$ cat src/rtl/booth_mul_seq.sv
// Sequential Booth multiplier: one recoding step per clock, 2*WIDTH product on hi/lo.
// Define BOOTH_RADIX4_EN for radix-4 recoding (fewer steps, identical results).
module booth_mul_seq #(
    parameter int WIDTH = 32
) (
    input  logic             clk,
    input  logic             rst_n,
    input  logic             start,
    input  logic             signed_mode,
    input  logic [WIDTH-1:0] multiplicand,
    input  logic [WIDTH-1:0] multiplier,
    output logic             busy,
    output logic             done,
    output logic [WIDTH-1:0] hi,
    output logic [WIDTH-1:0] lo
);

    localparam int E = WIDTH + 2;
`ifdef BOOTH_RADIX4_EN
    localparam int PW     = 2*E + 2;
    localparam int NSTEPS = E / 2;
    localparam int PLSB   = 1;
`else
    localparam int PW     = 2*E + 1;
    localparam int NSTEPS = WIDTH + 1;
    localparam int PLSB   = 2;
`endif
    localparam int CW = $clog2(NSTEPS + 1);

    localparam logic [1:0] S_IDLE = 2'd0;
    localparam logic [1:0] S_RUN  = 2'd1;
    localparam logic [1:0] S_DONE = 2'd2;

    logic [1:0]       state_q, state_d;
    logic [CW-1:0]    cnt_q, cnt_d;
    logic [E-1:0]     a_q, a_d;
    logic [PW-1:0]    p_q, p_d;
    logic [WIDTH-1:0] hi_q, hi_d;
    logic [WIDTH-1:0] lo_q, lo_d;

    logic [PW-1:0]    p_step;
    logic [E-1:0]     a_ext;
    logic [E-1:0]     b_ext;

    always_comb begin
        if (signed_mode) begin
            a_ext = {{2{multiplicand[WIDTH-1]}}, multiplicand};
            b_ext = {{2{multiplier[WIDTH-1]}}, multiplier};
        end else begin
            a_ext = {2'b00, multiplicand};
            b_ext = {2'b00, multiplier};
        end
    end

`ifdef BOOTH_RADIX4_EN
    // Upper accumulator carries one guard bit so that +/-2A cannot overflow.
    logic [E:0] acc4;
    logic [E:0] a1;
    logic [E:0] a2;

    always_comb begin
        a1   = {a_q[E-1], a_q};
        a2   = {a_q, 1'b0};
        acc4 = p_q[PW-1:E+1];
        case (p_q[2:0])
            3'b001, 3'b010: acc4 = acc4 + a1;
            3'b011:         acc4 = acc4 + a2;
            3'b100:         acc4 = acc4 - a2;
            3'b101, 3'b110: acc4 = acc4 - a1;
            default:        acc4 = acc4;
        endcase
        p_step = {acc4[E], acc4[E], acc4, p_q[E:2]};
    end
`else
    logic [E-1:0] acc2;

    always_comb begin
        acc2 = p_q[PW-1:E+1];
        case (p_q[1:0])
            2'b01:   acc2 = acc2 + a_q;
            2'b10:   acc2 = acc2 - a_q;
            default: acc2 = acc2;
        endcase
        p_step = {acc2[E-1], acc2, p_q[E:1]};
    end
`endif

    always_comb begin
        state_d = state_q;
        cnt_d   = cnt_q;
        a_d     = a_q;
        p_d     = p_q;
        hi_d    = hi_q;
        lo_d    = lo_q;
        case (state_q)
            S_IDLE, S_DONE: begin
                if (start) begin
                    state_d    = S_RUN;
                    a_d        = a_ext;
                    p_d        = '0;
                    p_d[E:1]   = b_ext;
                    cnt_d      = '0;
                end else begin
                    state_d = S_IDLE;
                end
            end
            S_RUN: begin
                p_d   = p_step;
                cnt_d = cnt_q + 1'b1;
                // The last step's result is taken straight from p_step so hi/lo land with done.
                if (cnt_q == CW'(NSTEPS - 1)) begin
                    state_d = S_DONE;
                    hi_d    = p_step[PLSB+2*WIDTH-1:PLSB+WIDTH];
                    lo_d    = p_step[PLSB+WIDTH-1:PLSB];
                end
            end
            default: state_d = S_IDLE;
        endcase
    end

    always_ff @(posedge clk or negedge rst_n) begin
        if (!rst_n) begin
            state_q <= S_IDLE;
            cnt_q   <= '0;
            a_q     <= '0;
            p_q     <= '0;
            hi_q    <= '0;
            lo_q    <= '0;
        end else begin
            state_q <= state_d;
            cnt_q   <= cnt_d;
            a_q     <= a_d;
            p_q     <= p_d;
            hi_q    <= hi_d;
            lo_q    <= lo_d;
        end
    end

    assign busy = (state_q == S_RUN);
    assign done = (state_q == S_DONE);
    assign hi   = hi_q;
    assign lo   = lo_q;

endmodule
$ cat config.mk
export PLATFORM = sky130hd
export DESIGN_NAME = booth_mul_seq
export DESIGN_NICKNAME = d
export VERILOG_FILES = /design/src/rtl/booth_mul_seq.sv
export SDC_FILE = /design/constraint.sdc
export NUM_CORES = 1
export LEC_CHECK = 0
export ABC_AREA = 1
export CORE_ASPECT_RATIO = 0.5
export CORE_MARGIN = 2
export CORE_UTILIZATION = 47
export CTS_CLUSTER_DIAMETER = 200
export CTS_CLUSTER_SIZE = 14
export DETAILED_ROUTE_END_ITERATION = 10
export PLACE_DENSITY = 0.75
export SYNTH_ARGS = -nofsm -noshare
export SYNTH_HDL_FRONTEND = slang
export SYNTH_SLANG_ARGS = --single-unit
export TNS_END_PERCENT = 100
$ cat constraint.sdc
create_clock -name clk -period 3.3 [get_ports clk]
set_input_delay 0.99 -clock clk [delete_from_list [all_inputs] [get_ports clk]]
set_output_delay 0.99 -clock clk [all_outputs]
set_load 0.05 [all_outputs]
==> metrics.md, run 1 <==
| Metric | Value |
|---|---|
| Post-synthesis sequential area ratio | 41.23% |
| DR pass1 iterations | 8 |
| Peak Freq | 0.3112 GHz |
| Min-Delay Path Depth | 2 |
| Initial antenna violation count | 0 |
| EDFF count, synth | 0 |
| Ports | 134 |
| Max cap viols | 0 |
| Setup Skew | 0.01690 ns |
| CTS tree | built |
| Vias per cell | 5.277 |
| Share of cells above drive strength 1 | 19.16% |
| Critical Path Sink Type | flop |
| Synthesized area | 10500 sq um |
| H-tree depth | 4 |
| Minimum clock period | 3.214 ns |
| Hold_sp | hi[0] |
| Post-Syn Nets | 1565 |
| Kind of critical path | flop to flop |
| Arr. time, crit path | 3.56 ns |
| Final Max Slew Viols | 0 |
| Clk root buf | clkbuf_16 |
| Total grt overflow | 0 |
| Core footprint | 21780 sq um |
| Synthesized flop and latch total | 173 |
| Routed length per placed instance | 17.37 um |
| RSZ-0062 raised after global routing | true |
| Largest net degree at the start of global routing | 87 |
| Most common cell after layout, fill and taps aside | nand2_1 |
| Status | finished, final reports clean |
| Post-route setup slack | 0.08634 ns |
| Post-Place Cell Area | 12730 sq um |
| Worst hold-check path type | flop to flop |
| CTS Hold Buffers Added | 0 |
| # clock sinks | 173 |
| Slew @ Worst Pin | 0.7837 ns |
| First-pass GRT wire length | 53.17 mm |
| Final Hold Fails | 0 |
| Post-synthesis average cell area | 7.197 sq um |
| Final setup viols | 0 |
| Slowest-stage cell, CP | dfrtp_1 |
| Yosys cell types | 43 |
| Slew margin rel. | 47.75% |
| Detailed Route Iter0 Violations | 806 |
| Area share of the largest cell type after synthesis | 41.23% |
| Worst slack at placement | -0.08570 ns |
| Top cell type by total area after synthesis | dfrtp_1 |
| Final net count | 1768 |
| Cell count after synthesis | 1459 |
| Final worst path period share | 97.38% |
| Area grow syn2layout | 34.83% |
| Top cells by area, synth | dfrtp_1 41%, nand2_1 19%, inv_1 7.0%, ha_1 4.4%, nand3_1 3.6% |
| Critical Path RT | 3.64 ns |
| Die ar. | 23630 sq um |
| Total wire length | 34.31 mm |
| Clk buf depth | 2 |
| Row count | 38 |
| ANT nets after route | 0 |
| Ys flop type | dfrtp_1 |
| Most frequent CP cell | nand2_1 |
| CP Launch Type | flop |
| Vias | 10420 |
| Maximum fanout along the worst path | 4 |
| Gpl congestion | 0.9456 |
| Clk slew on worst S/H paths | 0.07 ns |
| WHS Endpoint | hi[0] |
| Worst stage delay on the critical path | 0.40 ns |
| Reg2Reg Depth | 19 |
| R2r startpoint | a_q[0] |
| Chip Width | 215.4 um |
| Reg2reg setup slack | 0.09 ns |
| IO Port Bufs | 133 |
| Ant diodes | 0 |
| Highest-count cells in the layout ignoring fill and taps | 494 x nand2_1, 183 x inv_1, 173 x dfrtp_1 |
| Yosys warns | 0 |
| Initial Utilization | 48.22% |
| Post-synth ARST share | 100.0% |
| Vias in the first global route | 10030 |
| Worst-path cell chain | buf_6 > nor3_4 > nand3_2 > nor3_4 > nand2_1 > nand2_2 > o21ai_2 > xor2_1 > inv_2 > ha_4 > a21oi_2 > nand2_1 > o21bai_1 > nor2_2 > nand2_1 > nand2_1 > nand3_1 > nand3_1 > nand2_1 |
| R2r endpoint | p_q[62] |
| Final instance area | 14160 sq um |
| Dpl hpwl | 25.55 mm |
| Total GRT Usage | 29.43% |
| Die Ht | 109.7 um |
| TritonCTS buffer count | 17 |
| Clk_lat worst skew | 0.46 ns |
| DRC Markers | 0 |
critical path: cells and delay by family, from the launching register on:
| family | cells | cell delay, ns |
|---|---|---|
| simple gates | 12 | 1.44 |
| flops | 1 | 0.40 |
| buf+inv | 2 | 0.26 |
| compound gates | 3 | 0.46 |
| fa+ha+maj | 1 | 0.30 |
| xor+xnor | 1 | 0.25 |
worst max-delay path by stage:
stage	endpoint	startpoint
after floorplan	p_q[67]	a_q[0]
after global placement	p_q[62]	a_q[1]
final	p_q[62]	a_q[0]
after CTS	p_q[64]	a_q[0]
after global routing	p_q[66]	a_q[0]
after detailed placement	hi[28]	a_q[1]
cell families (layout without fill, tap and decap cells):
logic type | count (synthesis) | count (layout) | synth area share, %
AOI/OAI and AO/OA | 203 | 203 | 11.52
xor gates and xnor gates | 36 | 36 | 3.003
adders and majority gates | 38 | 38 | 4.600
buffers and inverters | 253 | 469 | 9.318
DFF | 173 | 173 | 41.23
muxes | 2 | 2 | 0.1907
and+or+nand+nor | 754 | 754 | 30.14
final cells by class:
cell class / instances / area, sq um
Clock inverter: 14 / 147.6
Inverter: 203 / 763.2
Clock buffer: 18 / 429.2
Fill cell: 1927 / 7619
Timing Repair Buffer: 234 / 2152
Sequential cell: 173 / 4329
Multi-Input combinational cell: 1033 / 5961
Tap cell: 300 / 375.4
registers in the layout (all words and copies together), names as in the netlist:
register / flops
a_q: 33
cnt_q: 6
hi: 32
lo: 32
p_q: 68
state_q: 2
synth_stat cells, types with 3 or more instances:
master,number
nand2_1,528
inv_1,197
dfrtp_1,173
nor2_1,85
nand3_1,76
o21ai_1,56
o21ai_0,55
ha_1,37
o221ai_1,31
xor2_1,30
a21oi_1,28
clkbuf_1,26
buf_2,16
nor3_1,10
o21bai_1,9
nand2_2,8
nand3b_1,8
o211ai_1,8
nand4_1,7
or2_2,7
buf_1,6
inv_2,6
xnor2_1,6
nor2_2,5
nor4_1,5
o22ai_1,5
nand3_2,4
nor2_4,4
a31oi_1,3
o21ai_2,3
o31ai_1,3
layer usage:
layer	track usage (%)	vias up	wire, um	part of all wire (%)
met3	4.398	48	2239	6.5
met1	41.48	4985	15760	46
met5	0	-	0	0
li1	-	5046	-	-
met2	46.47	344	15580	45
met4	10.79	0	718	2.1
what timing repair did:
item	CTS	global route
setup buffers	0	10
endpoints found under the setup margin	12	44
pin swaps	2	62
resized for setup	11	168
hold endpoints to repair	0	0
stage by stage:
stage                     hold WS [ns]  setup TNS [ns]  std cells  utilization, %
after floorplan                 0.4697               0       1459               -
after global placement          0.4618         -0.2268       1933           58.45
after detailed placement        0.4638         -0.4413       1933           58.45
after CTS                       0.4838               0       1965           61.35
after global routing            0.5069          -1.221       1975           65.01
final                           0.4798               0       1975           65.01
Power of run 1 is left out: the tool's default activity adds up to more than one toggle a clock period on the data nets, which glitch-free logic cannot reach.
==> run 2, diff against run 1 <==
- CORE_UTILIZATION: 47 -> 30
- PLACE_DENSITY: 0.75 -> 0.55
==> metrics.md, run 2 (synthesized netlist as in run 1, its figures left out) <==
| Metric | Value |
|---|---|
| CP endpoint | p_q[64] |
| IO Port Bufs | 133 |
| Most common cell after layout, fill and taps aside | nand2_1 |
| Initial Utilization | 30.46% |
| Critical path depth | 18 |
| Final worst path period share | 94.71% |
| Worst slack at placement | -0.1413 ns |
| Final Max Slew Viols | 0 |
| Max cap viols | 0 |
| Detailed Route Iter0 Violations | 772 |
| Maximum fanout along the worst path | 5 |
| Arr. time, crit path | 3.47 ns |
| First-pass GRT wire length | 52.16 mm |
| Minimum clock period | 3.125 ns |
| Worst stage delay on the critical path | 0.42 ns |
| DRC Markers | 0 |
| Ant diodes | 0 |
| Largest Register | p_q |
| Sequential Area | 4329 sq um |
| Gpl congestion | 0.9664 |
| Initial antenna violation count | 0 |
| Die Ht | 136.3 um |
| Worst-path cell chain | buf_4 > nor3_4 > nand3_2 > buf_4 > nor2_1 > nor2_1 > xor2_1 > inv_1 > ha_2 > nand2_1 > inv_1 > nand2_2 > nor3_4 > nand3_2 > nand3_1 > nand3_2 > nand3_1 > nand2_1 |
| Area grow syn2layout | 33.63% |
| Clk buf depth | 2 |
| Reg2reg setup slack | 0.17 ns |
| Reg2Reg Depth | 18 |
| Slowest-stage cell, CP | ha_2 |
| Slew @ Worst Pin | 0.7073 ns |
| Total grt overflow | 0 |
| Footprint of the multi-input gates | 5768 sq um |
| Slew margin rel. | 52.79% |
| Critical path buffers and inverters | 4 |
| Setup Skew | 0.009109 ns |
| Total wire length | 33.39 mm |
| Clk_lat worst skew | 0.45 ns |
| DR pass1 iterations | 5 |
| Final core occ | 40.70% |
| Worst hold-check path type | flop to flop |
| Final net count | 1745 |
| RSZ-0062 raised after global routing | true |
| Total GRT Usage | 18.60% |
| Final setup TNS | 0 ns |
| Min-Delay Path Depth | 2 |
| R2r endpoint | p_q[64] |
| Share of cells above drive strength 1 | 15.80% |
| Post-route setup slack | 0.1747 ns |
| Chip Width | 268.6 um |
| Row count | 48 |
| Crit path max-delay family | simple AND/OR/NAND/NOR gates |
| Status | finished, final reports clean |
| Clk slew on worst S/H paths | 0.07 ns |
| Core footprint | 34470 sq um |
| Biggest regs | p_q x68, a_q x33 |
| Placed Cells | 2080 |
| Ports | 134 |
| Vias in the first global route | 9524 |
| Clk root buf | clkbuf_16 |
| Peak Freq | 0.3200 GHz |
| Most frequent CP cell | nand3_2 |
| # clock sinks | 173 |
| Final setup viols | 0 |
| CP Launch Type | flop |
| ANT nets after route | 0 |
| R2r startpoint | a_q[0] |
| Critical Path RT | 3.64 ns |
| H-tree depth | 4 |
| Vias | 9847 |
| Die ar. | 36600 sq um |
| Final Hold Fails | 0 |
| Critical Path Sink Type | flop |
| CTS tree | built |
| Highest-count cells in the layout ignoring fill and taps | 501 x nand2_1, 190 x inv_1, 173 x dfrtp_1 |
| Largest net degree at the start of global routing | 112 |
| TritonCTS buffer count | 17 |
| Fill cells | 3665 |
| Vias per cell | 4.630 |
| Worst Setup SP | a_q[0] |
| Kind of critical path | flop to flop |
| Dpl hpwl | 25.05 mm |
| Routed length per placed instance | 15.70 um |
| Max reg flops | 68 |
| Post-Layout Cell Count | 2127 |
[run 2: per-stage QoR]
step                cell area [sq um]  hold slack, ns
floorplan                       10500          0.4697
global placement                12750          0.4662
detailed placement              12750          0.4670
CTS                             13380          0.4852
global route                    14030          0.5135
finish                          14030          0.4793
[run 2: final cells by class]
type	instances	share of cell area [%]
multi-input combinational	1033	41.11
sequential	173	30.85
timing repair buffer	210	14.08
inverter	203	5.466
tap	475	4.236
clock buffer	22	3.308
clock inverter	10	0.9096
timing repair inverter	1	0.03567
[run 2: worst min path at each step]
stage	start	end	slack [ns]
finish	hi[30]	hi[30]	0.48
CTS	hi[30]	hi[30]	0.49
global route	hi[30]	hi[30]	0.51
floorplan	p_q[61]	p_q[61]	0.47
global placement	hi[23]	hi[23]	0.47
detailed placement	hi[30]	hi[30]	0.47
[run 2: what timing repair did]
item | in CTS | in global routing
buffers inserted | 0 | 14
gates cloned | 0 | 1
hold buffers | 0 | 0
pin swaps | 0 | 39
gates resized for setup | 7 | 127
setup endpoints to repair | 7 | 42
[run 2: worst reg2reg max path: stages (launching register included)]
cell and delay, ns:
dfrtp_1 0.38, buf_4 0.15, nor3_4 0.20, nand3_2 0.12, buf_4 0.17, nor2_1 0.16, nor2_1 0.07, xor2_1 0.14
inv_1 0.13, ha_2 0.42, nand2_1 0.08, inv_1 0.12, nand2_2 0.10, nor3_4 0.26, nand3_2 0.16, nand3_1 0.12
nand3_2 0.10, nand3_1 0.09, nand2_1 0.05
[run 2: layer usage]
layer	vias up	wire length, um	GRT usage [%]
met5	-	0	0
met2	182	15260	29.37
met3	34	1330	3.007
li1	4995	-	-
met4	0	560	5.062
met1	4636	16240	26.36
Power of run 2 is left out for the same reason.
